<file path="config.mk">
export PLATFORM = sky130hd
export DESIGN_NAME = hazard_fwd_ctrl
export DESIGN_NICKNAME = d
export VERILOG_FILES = /design/src/rtl/hazard_fwd_ctrl_pkg.sv /design/src/rtl/hfc_sat_counter.sv /design/src/rtl/hazard_fwd_ctrl.sv
export SDC_FILE = /design/constraint.sdc
export NUM_CORES = 1
export LEC_CHECK = 0
export CORE_MARGIN = 2
export CORE_UTILIZATION = 50
export CTS_BUF_LIST = sky130_fd_sc_hd__clkbuf_8
export DETAILED_ROUTE_END_ITERATION = 8
export GPL_ROUTABILITY_DRIVEN = 0
export GPL_TIMING_DRIVEN = 0
export PLACE_DENSITY = 0.8
export SLEW_MARGIN = 20
export SYNTH_ARGS = -nofsm -noshare
export SYNTH_HDL_FRONTEND = slang
export SYNTH_SLANG_ARGS = --single-unit
</file>
<file path="constraint.sdc">
create_clock -name clk -period 5.6 [get_ports clk]
set_input_delay 1.12 -clock clk [delete_from_list [all_inputs] [get_ports clk]]
set_output_delay 1.12 -clock clk [all_outputs]
set_load 0.03 [all_outputs]
</file>
<file path="src/rtl/hazard_fwd_ctrl_pkg.sv">
// Shared constants for the pipeline hazard/forwarding controller.
// Forward-select encodings, register-index width and the hard-wired zero register.
package hazard_fwd_ctrl_pkg;

    localparam int unsigned REG_W = 5;

    localparam logic [1:0] FWD_RF    = 2'b00;
    localparam logic [1:0] FWD_MEMWB = 2'b01;
    localparam logic [1:0] FWD_EXMEM = 2'b10;

    localparam logic [REG_W-1:0] REG_X0 = '0;

    // EX/MEM is the younger producer, so it beats MEM/WB when both match.
    function automatic logic [1:0] fwd_pick(input logic hit_ex, input logic hit_mem);
        if (hit_ex) begin
            return FWD_EXMEM;
        end else if (hit_mem) begin
            return FWD_MEMWB;
        end
        return FWD_RF;
    endfunction

endpackage

</file>
<file path="src/rtl/hfc_sat_counter.sv">
// Saturating event counter with asynchronous active-low clear.
// Stops at all-ones instead of wrapping.
module hfc_sat_counter #(
    parameter int unsigned CNT_W = 32
) (
    input  logic             clk,
    input  logic             rst_n,
    input  logic             inc,
    output logic [CNT_W-1:0] cnt
);

    logic [CNT_W-1:0] cnt_q, cnt_d;

    always_comb begin
        cnt_d = cnt_q;
        if (inc && (cnt_q != {CNT_W{1'b1}})) begin
            cnt_d = cnt_q + CNT_W'(1);
        end
    end

    always_ff @(posedge clk or negedge rst_n) begin
        if (!rst_n) begin
            cnt_q <= '0;
        end else begin
            cnt_q <= cnt_d;
        end
    end

    assign cnt = cnt_q;

endmodule

</file>
<file path="src/rtl/hazard_fwd_ctrl.sv">
// Hazard controller for the 5-stage core: shadow rd pipeline, registered forward
// selects, load-use stall, taken-branch flush and memory-busy freeze.
module hazard_fwd_ctrl #(
    parameter int unsigned REG_W = hazard_fwd_ctrl_pkg::REG_W,
    parameter int unsigned CNT_W = 32
) (
    input  logic             clk,
    input  logic             rst_n,
    input  logic             id_valid,
    input  logic [REG_W-1:0] id_rs1,
    input  logic [REG_W-1:0] id_rs2,
    input  logic             id_use_rs1,
    input  logic             id_use_rs2,
    input  logic [REG_W-1:0] id_rd,
    input  logic             id_regwrite,
    input  logic             id_memread,
    input  logic             ex_branch_tkn,
    input  logic             mem_busy,
    output logic [1:0]       fwd_a_sel,
    output logic [1:0]       fwd_b_sel,
    output logic             pc_we,
    output logic             ifid_we,
    output logic             idex_bubble,
    output logic             ifid_flush,
    output logic [CNT_W-1:0] stall_cnt,
    output logic [CNT_W-1:0] flush_cnt
);

    import hazard_fwd_ctrl_pkg::*;

    localparam logic [REG_W-1:0] X0_IDX = REG_W'(REG_X0);

    logic [REG_W-1:0] ex_rd_q, ex_rd_d, mem_rd_q, mem_rd_d, wb_rd_q, wb_rd_d;
    logic             ex_we_q, ex_we_d, ex_mr_q, ex_mr_d;
    logic             mem_we_q, mem_we_d, wb_we_q, wb_we_d;
    logic [1:0]       fwd_a_q, fwd_a_d, fwd_b_q, fwd_b_d;

    logic rs1_ex_match, rs2_ex_match, rs1_mem_match, rs2_mem_match;
    logic load_use, stall_inc, flush_inc;

    // Match terms exclude x0; ex_rd!=0 follows from rs!=0 and equality.
    always_comb begin
        rs1_ex_match  = id_use_rs1 && (id_rs1 != X0_IDX) && (ex_rd_q == id_rs1);
        rs2_ex_match  = id_use_rs2 && (id_rs2 != X0_IDX) && (ex_rd_q == id_rs2);
        rs1_mem_match = id_use_rs1 && (id_rs1 != X0_IDX) && (mem_rd_q == id_rs1);
        rs2_mem_match = id_use_rs2 && (id_rs2 != X0_IDX) && (mem_rd_q == id_rs2);
        load_use      = id_valid && ex_mr_q && (rs1_ex_match || rs2_ex_match);
        fwd_a_d       = fwd_pick(rs1_ex_match && ex_we_q, rs1_mem_match && mem_we_q);
        fwd_b_d       = fwd_pick(rs2_ex_match && ex_we_q, rs2_mem_match && mem_we_q);
    end

    // Priority: reset > freeze > taken branch > load-use > normal advance.
    always_comb begin
        pc_we       = 1'b1;
        ifid_we     = 1'b1;
        idex_bubble = 1'b0;
        ifid_flush  = 1'b0;
        stall_inc   = 1'b0;
        flush_inc   = 1'b0;
        if (!rst_n) begin
            pc_we = 1'b1;
        end else if (mem_busy) begin
            pc_we   = 1'b0;
            ifid_we = 1'b0;
        end else if (ex_branch_tkn) begin
            ifid_flush  = 1'b1;
            idex_bubble = 1'b1;
            flush_inc   = 1'b1;
        end else if (load_use) begin
            pc_we       = 1'b0;
            ifid_we     = 1'b0;
            idex_bubble = 1'b1;
            stall_inc   = 1'b1;
        end
    end

    always_comb begin
        ex_rd_d  = id_rd;
        ex_we_d  = id_valid && id_regwrite && !idex_bubble;
        ex_mr_d  = id_valid && id_memread && !idex_bubble;
        mem_rd_d = ex_rd_q;
        mem_we_d = ex_we_q;
        wb_rd_d  = mem_rd_q;
        wb_we_d  = mem_we_q;
    end

    always_ff @(posedge clk or negedge rst_n) begin
        if (!rst_n) begin
            ex_rd_q  <= '0;
            ex_we_q  <= 1'b0;
            ex_mr_q  <= 1'b0;
            mem_rd_q <= '0;
            mem_we_q <= 1'b0;
            wb_rd_q  <= '0;
            wb_we_q  <= 1'b0;
            fwd_a_q  <= FWD_RF;
            fwd_b_q  <= FWD_RF;
        end else if (!mem_busy) begin
            ex_rd_q  <= ex_rd_d;
            ex_we_q  <= ex_we_d;
            ex_mr_q  <= ex_mr_d;
            mem_rd_q <= mem_rd_d;
            mem_we_q <= mem_we_d;
            wb_rd_q  <= wb_rd_d;
            wb_we_q  <= wb_we_d;
            fwd_a_q  <= fwd_a_d;
            fwd_b_q  <= fwd_b_d;
        end
    end

    // WB state is tracked for observability only; the register file covers WB->ID.
    logic unused_wb;
    assign unused_wb = ^{wb_rd_q, wb_we_q};

    assign fwd_a_sel = fwd_a_q;
    assign fwd_b_sel = fwd_b_q;

    hfc_sat_counter #(
        .CNT_W(CNT_W)
    ) u_stall_cnt (
        .clk  (clk),
        .rst_n(rst_n),
        .inc  (stall_inc),
        .cnt  (stall_cnt)
    );

    hfc_sat_counter #(
        .CNT_W(CNT_W)
    ) u_flush_cnt (
        .clk  (clk),
        .rst_n(rst_n),
        .inc  (flush_inc),
        .cnt  (flush_cnt)
    );

endmodule

</file>
==> results list, run 1 <==
* Arrival time at the worst endpoint: 4.09 ns
- Max rail drop VDD: 0.343 mV
* Num CTS Buffers: 9
* Detail Placement HPWL: 6.97 mm
- The flow ran to the end, and the final reports show no timing, DRC or antenna violations.
- Power Density: 229 nW/um2
- On the critical path, the stage with the largest delay is an instance of sky130_fd_sc_hd__clkdlybuf4s50_1.
- Number of antenna violations at the first check in global routing: 0
- Seq pwr share: 51.6%
* Met2 track utilization from global routing: 35.2%
- Final antenna diode count: 0
- Most common library cell in the layout ignoring fill and taps: sky130_fd_sc_hd__clkdlybuf4s50_1
- Among cell families on the critical path, the largest total delay comes from buffers and inverters.
- Each instance of the synthesized netlist takes up on average 11.2 um2.
- In this run the remaining antenna-violating nets after routing total 0.
* Number of max-capacitance violations reported: 0
- The first TritonRoute pass finished after 4 iterations.
- Sinks on the clock net: 81
- Critical register-to-register path endpoint: u_stall_cnt.cnt[10]
* Vertical die dimension: 95.8 um
* Die span in x: 95.8 um
- The synthesized design contains 0 enable-type register cells.
- The number of global-route vias before repair came to 3145.
- For this configuration, the core starts out at a cell density of 51.5%.
- Cell-by-cell trace of the critical path: clkdlybuf4s50_1 > or4_1 > o21ai_1 > nor4_2 > o21ai_2 > buf_6 > buf_6 > nor2_1 > o21ai_1 > buf_4 > clkdlybuf4s50_1
- The routed design could run at a clock period as short as 5.21 ns.
- Worst-Skew Late Latency: 0.35 ns
- At the end of the flow, the number of nets in the layout was 508.
* Area of the mapped netlist: 4210 um2
* Routing layer with the top usage in global route: met2
* Yosys top cell by area: sky130_fd_sc_hd__dfrtp_1
- Count of unresolved DRC violations after routing: 0
* Synth Area in XOR/XNOR: 17.2%
* Critical Path Start Type: input pin
- The netlist uses 45 different library cells.
- Of the total synthesized cell area, the portion taken by full adders, half adders and majority gates is 0.594%.
- Unrepaired setup endpoints after global routing: no
- Maximum cell stage delay along the critical path: 0.65 ns
* Data required time of the critical path: 4.48 ns
* Met1 Track Usage GR: 26.7%
- After clock tree synthesis, the clock-pin slew on the worst setup and hold paths is 0.08 ns.
- Gate Count Post-Synth: 375
- Number of gates given a new drive strength after cts: 0
* Critical path class: input pin to primary output
- Critical path capture point type: primary output
- Total congestion overflow after global routing: 0
- Share of the synthesized area in the top cell type: 48.1%
* Number of buffers on the longest clock path: 2
- Of all nets on the critical path, the largest fanout is 10.
* Via count: 3234
* Io pins: 96
- Internal reg-to-reg setup slack: 3.35 ns
- The number of cells on the worst reg-to-reg path is 8.
- Placed insts: 576
- Hold Crit Start: u_flush_cnt.cnt[26]
- Final wirelength: 9.24 mm
- Clock root buffer: sky130_fd_sc_hd__clkbuf_8
- For the final database, setup skew stands at 0.0141 ns.
- Maximum number of pins on one net before global-route repair: 44
- The count of buffers added on input and output ports is 95.
* Routed length per placed instance: 15.6 um
- CTS built an H-tree with a depth of 3.
- Counting instances, the worst hold path has a depth of 1.
- The total area inside the core boundary comes to 8180 um2.
* CP Buf/Inv Count: 5
* Final clock period utilization by the worst path: 93.1%
* Number of warnings printed during yosys synthesis: 0
* TritonCTS clock tree: built
- Hold Buf Count CTS: 0
- Sw frac: 28.0%
* DIE AREA: 9170 um2
* Switch Pwr: 0.353 mW
- The initialized floorplan defines 33 standard-cell rows.
- For this run, global-route usage on met3 was measured as 5.01%.
- Commonest cells after routing, fill and taps aside: sky130_fd_sc_hd__clkdlybuf4s50_1 (94), sky130_fd_sc_hd__dfrtp_1 (81), sky130_fd_sc_hd__xor2_1 (44)
* Portion of the post-synthesis area used by sequential elements: 48.1%
- Timing would allow up to 192 MHz.
- Finish-stage setup viols: 0
- From synthesis to final layout, the design area changed by 30.7%.
- Total power of the final layout: 1.26 mW
* Worst slew slack as a fraction of its limit: 51.0%
* Share of post-route cells with drive strength above 1: 16.0%
- Final Slew Violations: 0
* Main area contributors after synthesis: sky130_fd_sc_hd__dfrtp_1 (48%), sky130_fd_sc_hd__xor2_1 (9.2%), sky130_fd_sc_hd__xnor2_1 (7.7%), sky130_fd_sc_hd__nor3_2 (4.5%), sky130_fd_sc_hd__nand3_1 (3.6%)
- Clock network power share: 33.8%
- After synthesis, the largest family of logic cells by area is simple AND/OR/NAND/NOR gates.
- Wire length of the first global-routing pass: 15.0 mm
- Total Routing Usage GR: 21.1%
- Summing the areas of all compound-gate instances in the mapped netlist gives 2.64% of the synthesized area.
- Internal cell power: 0.907 mW
* Worst hold path type: flop to flop
- Most frequently used flop master after synthesis: sky130_fd_sc_hd__dfrtp_1
- Synthesized flop and latch total: 81
- At the pin with the least slew margin, the transition time is 0.729 ns.
* Share of cell area taken by muxes after synthesis: 3.57%
- Share of total power in combinational logic: 14.6%
* Final hold violation count: 0
- Post-synthesis simple-gate area fraction: 25.2%
- Counting flops with an async set or reset pin after synthesis yields a share of 100%.
* Via-per-instance ratio: 5.46
* Post-CTS setup buffer count: 0
- In this run, the number of DRC markers left after iteration 0 of detailed routing was 75.
* Nets in the synthesized netlist: 401
- Reported leakage power: 2.39 nW
- The startpoint identified for the worst register-to-register timing path is u_stall_cnt.cnt[0].
- For hold timing, the worst endpoint is u_flush_cnt.cnt[26].
- Once layout is complete, the cells apart from fillers number 592.
## state kept, by name, summed over array words and instances, names as in the netlist, 2 cells and up
register / flops
u_flush_cnt.cnt: 32
fwd_b_sel: 2
fwd_a_sel: 2
ex_rd_q: 5
mem_rd_q: 5
u_stall_cnt.cnt: 32
## cells in the mapped netlist (2+ instances only)
| master | instances |
|---|---|
| sky130_fd_sc_hd__a22o_1 | 2 |
| sky130_fd_sc_hd__a32o_1 | 2 |
| sky130_fd_sc_hd__and2_1 | 5 |
| sky130_fd_sc_hd__and3_1 | 14 |
| sky130_fd_sc_hd__and4_1 | 8 |
| sky130_fd_sc_hd__buf_4 | 2 |
| sky130_fd_sc_hd__buf_6 | 4 |
| sky130_fd_sc_hd__dfrtp_1 | 81 |
| sky130_fd_sc_hd__ha_1 | 2 |
| sky130_fd_sc_hd__inv_1 | 9 |
| sky130_fd_sc_hd__mux2_2 | 12 |
| sky130_fd_sc_hd__nand2_1 | 27 |
| sky130_fd_sc_hd__nand2b_1 | 2 |
| sky130_fd_sc_hd__nand3_1 | 30 |
| sky130_fd_sc_hd__nand4_1 | 15 |
| sky130_fd_sc_hd__nor2_1 | 14 |
| sky130_fd_sc_hd__nor3_1 | 5 |
| sky130_fd_sc_hd__nor3_2 | 19 |
| sky130_fd_sc_hd__nor3b_2 | 2 |
| sky130_fd_sc_hd__nor4_1 | 4 |
| sky130_fd_sc_hd__nor4_2 | 7 |
| sky130_fd_sc_hd__o211ai_1 | 2 |
| sky130_fd_sc_hd__o21ai_0 | 2 |
| sky130_fd_sc_hd__o21ai_1 | 2 |
| sky130_fd_sc_hd__o21ai_2 | 2 |
| sky130_fd_sc_hd__or2_2 | 2 |
| sky130_fd_sc_hd__or4_1 | 2 |
| sky130_fd_sc_hd__xnor2_1 | 37 |
| sky130_fd_sc_hd__xor2_1 | 44 |
## power by group through the flow
stage,registers (mW),logic [mW],clock network (mW)
6_report,0.650,0.184,0.426
5_1_grt,0.656,0.198,0.455
4_1_cts,0.650,0.186,0.434
3_5_place_dp,0.661,0.186,0
3_3_place_gp,0.659,0.180,0
2_1_floorplan,0.688,0.0692,0
## how the worst max path moves through the flow
stage	startpoint	endpoint	slack, ns	depth (start not counted)
after floorplan	id_rs2[1]	pc_we	1.31	9
after global placement	rst_n	ifid_flush	-1.53	5
after detailed placement	id_rs1[1]	pc_we	0.38	11
after CTS	id_rs1[1]	pc_we	0.37	11
after global routing	id_rs1[1]	pc_we	0.23	11
final	id_rs1[2]	pc_we	0.39	11
## cells by family (layout without fill, tap and decap cells)
kind of cell	after synthesis	count (layout)
xor gates and xnor gates	82	82
and+or+nand+nor	164	164
adders and majority gates	2	2
muxes	13	13
buffers and inverters	19	131
AOI/OAI and AO/OA	14	14
DFF	81	81
## final cells by class
class                           count  area (um2)
Timing Repair Buffer               96         968
Fill cell                         638        2670
Multi-Input combinational cell    275        2070
Sequential cell                    81        2030
Inverter                           10        37.5
Clock inverter                      7        70.1
Tap cell                          105         131
Clock buffer                        9         124
Buffer                              9        72.6
## through the flow
stage,utilization [%],hold WS [ns],instance area [um2],TNS (ns),setup WS [ns]
floorplan,-,0.481,4210,0,1.31
global placement,64.8,0.474,5290,-28.82,-1.53
detailed placement,65.0,0.492,5310,0,0.379
CTS,67.3,0.507,5510,0,0.375
global route,67.3,0.528,5510,0,0.229
finish,67.3,0.500,5510,0,0.388
## layer usage
layer  share of wire (%)  wire, um
met1                  44      4090
met2                  49      4560
met3                 4.6       427
met4                 1.7       157
met5                   0         0
Note: power is estimated with default switching activity, not from simulation.
==> run 2, diff against run 1 <==
- SKIP_LAST_GASP: not set -> 1
==> results of run 2 <==
Final layout, timing and power as in run 1 (identical DEF).
